## src/rtl/tgt_ddr_rx.sv

```systemverilog
// DDR target receiver: deserialises SDA on SCL edge strobes into preamble/byte/parity/CRC fields (optional CRC checking under TGT_DDR_RX_CRC_CHECK_EN).
// Latency: results and done appear one cycle after the last bit is sampled; no backpressure, bits are taken whenever strobed.
module tgt_ddr_rx (
  input  logic       i_sys_clk,
  input  logic       i_sys_rst,
  input  logic       i_sclgen_scl_pos_edge,
  input  logic       i_sclgen_scl_neg_edge,
  input  logic       i_sdahnd_tgt_serial_data,
  input  logic       i_ddrccc_rx_en,
  input  logic [2:0] i_ddrccc_rx_mode,
  input  logic [4:0] i_crc_crc_value,
  output logic       o_ddrccc_rx_mode_done,
  output logic       o_ddrccc_preamble,
  output logic [7:0] o_regf_rx_parallel_data,
  output logic       o_regf_wr_en,
  output logic       o_crc_en,
  output logic [7:0] o_crc_parallel_data,
  output logic       o_ddrccc_parity_err,
  output logic       o_ddrccc_crc_err
);
  localparam logic [2:0] MODE_PRE  = 3'b000;
  localparam logic [2:0] MODE_BYTE = 3'b001;
  localparam logic [2:0] MODE_PAR  = 3'b011;
  localparam logic [2:0] MODE_TOK  = 3'b010;
  localparam logic [2:0] MODE_VAL  = 3'b110;

  logic [2:0]  cnt_q;
  logic [2:0]  mode_q;
  logic [6:0]  shift_q;
  logic [15:0] word_q;
  logic        toggle_q;
  logic [3:0]  field_len;
  logic        strobe, active, sample, restart, last_bit;
  logic [2:0]  bit_idx;
  logic [7:0]  rx_bits;
  logic [1:0]  parity_exp;

  always_comb begin
    field_len = 4'd0;
    case (i_ddrccc_rx_mode)
      MODE_PRE:  field_len = 4'd1;
      MODE_BYTE: field_len = 4'd8;
      MODE_PAR:  field_len = 4'd2;
      MODE_TOK:  field_len = 4'd4;
      MODE_VAL:  field_len = 4'd5;
      default:   field_len = 4'd0;
    endcase
  end

  assign strobe   = i_sclgen_scl_pos_edge | i_sclgen_scl_neg_edge;
  assign active   = i_ddrccc_rx_en && (field_len != 4'd0);
  assign sample   = active && strobe;
  // A mode change mid-field drops the partial bits; a coincident strobe becomes bit 0 of the new field.
  assign restart  = (i_ddrccc_rx_mode != mode_q) && (cnt_q != 3'd0);
  assign bit_idx  = restart ? 3'd0 : cnt_q;
  assign last_bit = sample && ({1'b0, bit_idx} == field_len - 4'd1);
  assign rx_bits  = {shift_q, i_sdahnd_tgt_serial_data};
  assign parity_exp = {^(word_q & 16'hAAAA), ~^(word_q & 16'h5555)};

  always_ff @(posedge i_sys_clk or negedge i_sys_rst) begin
    if (!i_sys_rst) begin
      cnt_q                   <= 3'd0;
      mode_q                  <= 3'd0;
      shift_q                 <= 7'd0;
      word_q                  <= 16'd0;
      toggle_q                <= 1'b0;
      o_ddrccc_rx_mode_done   <= 1'b0;
      o_ddrccc_preamble       <= 1'b0;
      o_regf_rx_parallel_data <= 8'd0;
      o_regf_wr_en            <= 1'b0;
      o_crc_en                <= 1'b0;
      o_crc_parallel_data     <= 8'd0;
      o_ddrccc_parity_err     <= 1'b0;
    end else begin
      mode_q                <= i_ddrccc_rx_mode;
      o_ddrccc_rx_mode_done <= 1'b0;
      o_regf_wr_en          <= 1'b0;
      o_crc_en              <= 1'b0;
      if (!active) begin
        cnt_q    <= 3'd0;
        toggle_q <= 1'b0;
      end else if (sample) begin
        shift_q <= rx_bits[6:0];
        if (last_bit) begin
          cnt_q                 <= 3'd0;
          o_ddrccc_rx_mode_done <= 1'b1;
          case (i_ddrccc_rx_mode)
            MODE_PRE: o_ddrccc_preamble <= i_sdahnd_tgt_serial_data;
            MODE_BYTE: begin
              o_regf_rx_parallel_data <= rx_bits;
              o_crc_parallel_data     <= rx_bits;
              o_regf_wr_en            <= 1'b1;
              o_crc_en                <= 1'b1;
              toggle_q                <= ~toggle_q;
              if (toggle_q) word_q[7:0]  <= rx_bits;
              else          word_q[15:8] <= rx_bits;
            end
            MODE_PAR: o_ddrccc_parity_err <= (rx_bits[1:0] != parity_exp);
            default: ;
          endcase
        end else begin
          cnt_q <= bit_idx + 3'd1;
        end
      end else if (restart) begin
        cnt_q <= 3'd0;
      end
    end
  end

`ifdef TGT_DDR_RX_CRC_CHECK_EN
  // Error is cleared by the first bit of a token so a token+value pair reports only its own result.
  always_ff @(posedge i_sys_clk or negedge i_sys_rst) begin
    if (!i_sys_rst) begin
      o_ddrccc_crc_err <= 1'b0;
    end else if (sample) begin
      if (i_ddrccc_rx_mode == MODE_TOK) begin
        if (bit_idx == 3'd0)
          o_ddrccc_crc_err <= 1'b0;
        else if (last_bit && (rx_bits[3:0] != 4'b1100))
          o_ddrccc_crc_err <= 1'b1;
      end else if ((i_ddrccc_rx_mode == MODE_VAL) && last_bit && (rx_bits[4:0] != i_crc_crc_value)) begin
        o_ddrccc_crc_err <= 1'b1;
      end
    end
  end
`else
  logic unused_crc_value;
  assign unused_crc_value = ^i_crc_crc_value;
  assign o_ddrccc_crc_err = 1'b0;
`endif
endmodule

```

## config.mk

```make
export PLATFORM = sky130hd
export DESIGN_NAME = tgt_ddr_rx
export DESIGN_NICKNAME = d
export VERILOG_FILES = /design/src/rtl/tgt_ddr_rx.sv
export SDC_FILE = /design/constraint.sdc
export NUM_CORES = 1
export LEC_CHECK = 0
export ABC_AREA = 1
export ABC_CLOCK_PERIOD_IN_PS = 4400
export CAP_MARGIN = 10
export CELL_PAD_IN_SITES_DETAIL_PLACEMENT = 0
export CELL_PAD_IN_SITES_GLOBAL_PLACEMENT = 2
export CORE_MARGIN = 1
export CORE_UTILIZATION = 34
export DETAILED_ROUTE_END_ITERATION = 6
export PLACE_DENSITY_LB_ADDON = 0.1
export SLEW_MARGIN = 20
export SYNTH_ARGS = -nofsm -noshare
export SYNTH_HDL_FRONTEND = slang
export SYNTH_SLANG_ARGS = --single-unit
```

## constraint.sdc

```tcl
create_clock -name i_sys_clk -period 4.4 [get_ports i_sys_clk]
set_clock_uncertainty 0.1 [all_clocks]
set_input_delay 0.88 -clock i_sys_clk [delete_from_list [all_inputs] [get_ports i_sys_clk]]
set_output_delay 0.88 -clock i_sys_clk [all_outputs]
set_load 0.02 [all_outputs]
```

==> flow_summary.json <==
{
  "status": "complete, no violations",
  "drv_cap": 0,
  "period_share": 0.7885,
  "drive_above_1_share": 0.1145,
  "cp_cell_sequence": "clkdlybuf4s50_1 -> nand2_1 -> o21ai_0 -> inv_1 -> ha_1 -> nand3_1 -> nand2_1 -> nand4_1 -> nand3_4 -> nor3_4 -> nand2_4 -> nand2_1 -> nand2_1",
  "yosysUniqueCellTypes": 31,
  "grt_use_total": 0.1618,
  "antenna_found_initial": 0,
  "drc": 0,
  "die_h_um": 83.34,
  "synth_edf_count": 0,
  "numCtsBuffers": 5,
  "finalMaxSlewViolations": 0,
  "rsz0062_at_grt": "no",
  "drt_iter0_drc": 100,
  "clock_path_buffers": 2,
  "holdWs_ps": 396.6,
  "dp.cells": 367,
  "grt_pass1_wl_mm": 8.811,
  "dieArea_um2": 6946,
  "cts_resized": 0,
  "area_delta_synth_final_pct": 16.91,
  "ioPinCount": 36,
  "drt_pre_antenna_iters": 4,
  "final.fill_count": 664,
  "cp_slowest_stage_delay_ps": 620,
  "vdd.ir_drop.worst_mv": 0.1257,
  "grt_max_degree": 43,
  "seq_area_frac_synth": 0.4672,
  "ys_seq_elements": 42,
  "die_x_um": 83.34,
  "syn-cell-area_um2": 2250,
  "crit_type": "in -> reg",
  "fmax_mhz": 288.2,
  "power.density_nw_per_um2": 298.1,
  "hold_path_class": "reg -> reg",
  "worstPathRequired_ps": 4470,
  "arrival_ps": 3540,
  "cp_slowest_cell": "nor3_4",
  "relSlewSlack": 0.5167,
  "end_kind": "register",
  "synth-async-reset-ratio": 1.000,
  "tns_ps": 0,
  "diodes": 0,
  "gp_congestion": 0.7632,
  "vias_per_cell": 4.567,
  "ys.flop_type": "dfrtp_1",
  "setup_viol": 0,
  "clk_pin_slew_ps": 80,
  "period_minus_slack_ps": 3470,
  "design.core.area_um2": 6386,
  "worst_slew_pin_slew_ps": 722.2,
  "syn_avg_cell_area_um2": 8.241,
  "tritoncts": "built",
  "nets": 313,
  "hold_buffers": 0,
  "instances_no_fill": 374,
  "rows": 29,
  "cts_setup_buffers": 0,
  "synth_nets": 289,
  "hold_viol": 0,
  "grt_pass1_vias": 1766,
  "crit_fanout": 19,
  "antenna_left": 0,
  "drt_wl_total_mm": 4.802,
  "via_count": 1708,
  "grt_overflow": 0,
  "wl_per_cell_um": 12.84,
  "crit_top_cell": "nand2_1",
  "clk_latency_ps": 280,
  "synthCells": 273,
  "htree_levels": 2,
  "post-dp-hpwl_mm": 3.459,
  "clock-sinks": 42,
  "yosys_warnings": 0,
  "io_buffers": 29,
  "p_leak_nw": 1.445,
  "cts-root-buf": "clkbuf_8",
  "initial_core_util": 0.3523,
  "start_kind": "input port"
}
## cell type report
cell class | instances | area, µm² | share of cell area
Sequential cell | 42 | 1051 | 0.3996
Multi-Input combinational cell | 194 | 1015 | 0.3858
Timing Repair Buffer | 31 | 302.8 | 0.1151
Tap cell | 77 | 96.34 | 0.03663
Inverter | 23 | 86.33 | 0.03283
Clock buffer | 5 | 68.82 | 0.02617
Clock inverter | 2 | 10.01 | 0.003806
## final timing paths
path,start,to,slack (ps),cells past startpoint
max in group asynchronous,i_sys_rst,shift_q[0],3350,1
worst min-delay path,o_crc_parallel_data[7],o_crc_parallel_data[7],400,2
worst max register to register,mode_q[0],toggle_q,2110,10
worst max-delay path,i_ddrccc_rx_mode[1],toggle_q,930,13
min in group asynchronous,i_sys_rst,o_crc_parallel_data[0],470,1
worst min register to register,o_crc_parallel_data[7],o_crc_parallel_data[7],400,2
## Yosys cell counts, types with 2 or more instances
| library cell | count | share of area |
|---|---|---|
| nand2_1 | 118 | 0.20 |
| dfrtp_1 | 42 | 0.47 |
| inv_1 | 19 | 0.032 |
| nand4_1 | 18 | 0.050 |
| buf_4 | 11 | 0.037 |
| nand3_1 | 10 | 0.022 |
| o21ai_0 | 5 | 0.011 |
| xor2_1 | 5 | 0.019 |
| inv_2 | 4 | 0.0067 |
| nor2_1 | 4 | 0.0067 |
| xnor2_1 | 4 | 0.016 |
| nand2_2 | 3 | 0.0083 |
| nor2_4 | 3 | 0.015 |
| nor3_1 | 3 | 0.0067 |
| or2_2 | 3 | 0.0083 |
| a21oi_1 | 2 | 0.0044 |
| ha_1 | 2 | 0.011 |
| nand2_4 | 2 | 0.010 |
| nand3_2 | 2 | 0.0089 |
| nand4_2 | 2 | 0.011 |
## kinds of logic (layout without fill, tap and decap cells)
group	count (synthesis)	in the layout	synth area share
buffers and inverters	37	61	0.08398
adder cells (fa/ha/maj)	2	2	0.01112
other	1	1	0.001667
AO/OA/AOI/OAI	9	9	0.02225
XOR/XNOR	10	10	0.04227
AND/OR/NAND/NOR	172	172	0.3715
flip-flops	42	42	0.4672
## per-layer routing
metal | wire length, µm | part of all wire | track usage
met1 | 2386 | 0.50 | 0.2222
met2 | 2187 | 0.46 | 0.2563
met3 | 136 | 0.028 | 0.03280
met4 | 91 | 0.019 | 0.05172
met5 | 0 | 0 | 0
## stage by stage
| stage | total power [mW] | instance area (µm²) | utilization | setup WS [ps] |
|---|---|---|---|---|
| 6_report | 0.7839 | 2630 | 0.4118 | 930.5 |
| 5_1_grt | 0.8370 | 2630 | 0.4118 | 497.0 |
| 4_1_cts | 0.8029 | 2628 | 0.4114 | 886.6 |
| 3_3_place_gp | 0.5572 | 2549 | 0.3991 | 591.3 |
| 2_1_floorplan | 0.5084 | 2250 | - | 1835 |
| 3_5_place_dp | 0.5591 | 2549 | 0.3991 | 573.0 |
## layout by cell type, fill, tap and decap left out, types with 2 or more instances in the layout
master	n
dfrtp_1	42
nand2_4	2
nor2_1	4
inv_2	4
ha_1	2
inv_1	19
xnor2_1	4
nand2_2	3
nor3_1	2
or2_2	3
o21ai_0	5
a21oi_1	2
buf_4	3
clkinv_2	2
nand4_2	2
xor2_1	5
nand2_1	118
clkdlybuf4s50_1	28
nor2_4	3
clkbuf_8	5
nand3_2	2
nand3_1	10
nand4_1	18
## worst max-delay path, delay by kind of cell
kind                     cells  cell delay (ps)
AO/OA/AOI/OAI                1              230
adder cells (fa/ha/maj)      1              220
buffers and inverters        2              700
AND/OR/NAND/NOR              9             1500
## power breakdown
part	total, mW	switching, mW	internal (mW)
clock network	0.235	0.129	0.107
logic	0.109	0.0678	0.0409
registers	0.440	0.0316	0.408
total	0.784	0.228	0.556
## flip-flops by register name (all words and copies together), names as in the netlist
register,flops
cnt_q,3
o_ddrccc_rx_mode_done,1
o_ddrccc_preamble,1
shift_q,7
o_ddrccc_parity_err,1
o_crc_en,1
toggle_q,1
word_q,16
mode_q,3
o_crc_parallel_data,8
Note: power is estimated with default switching activity, not from simulation.
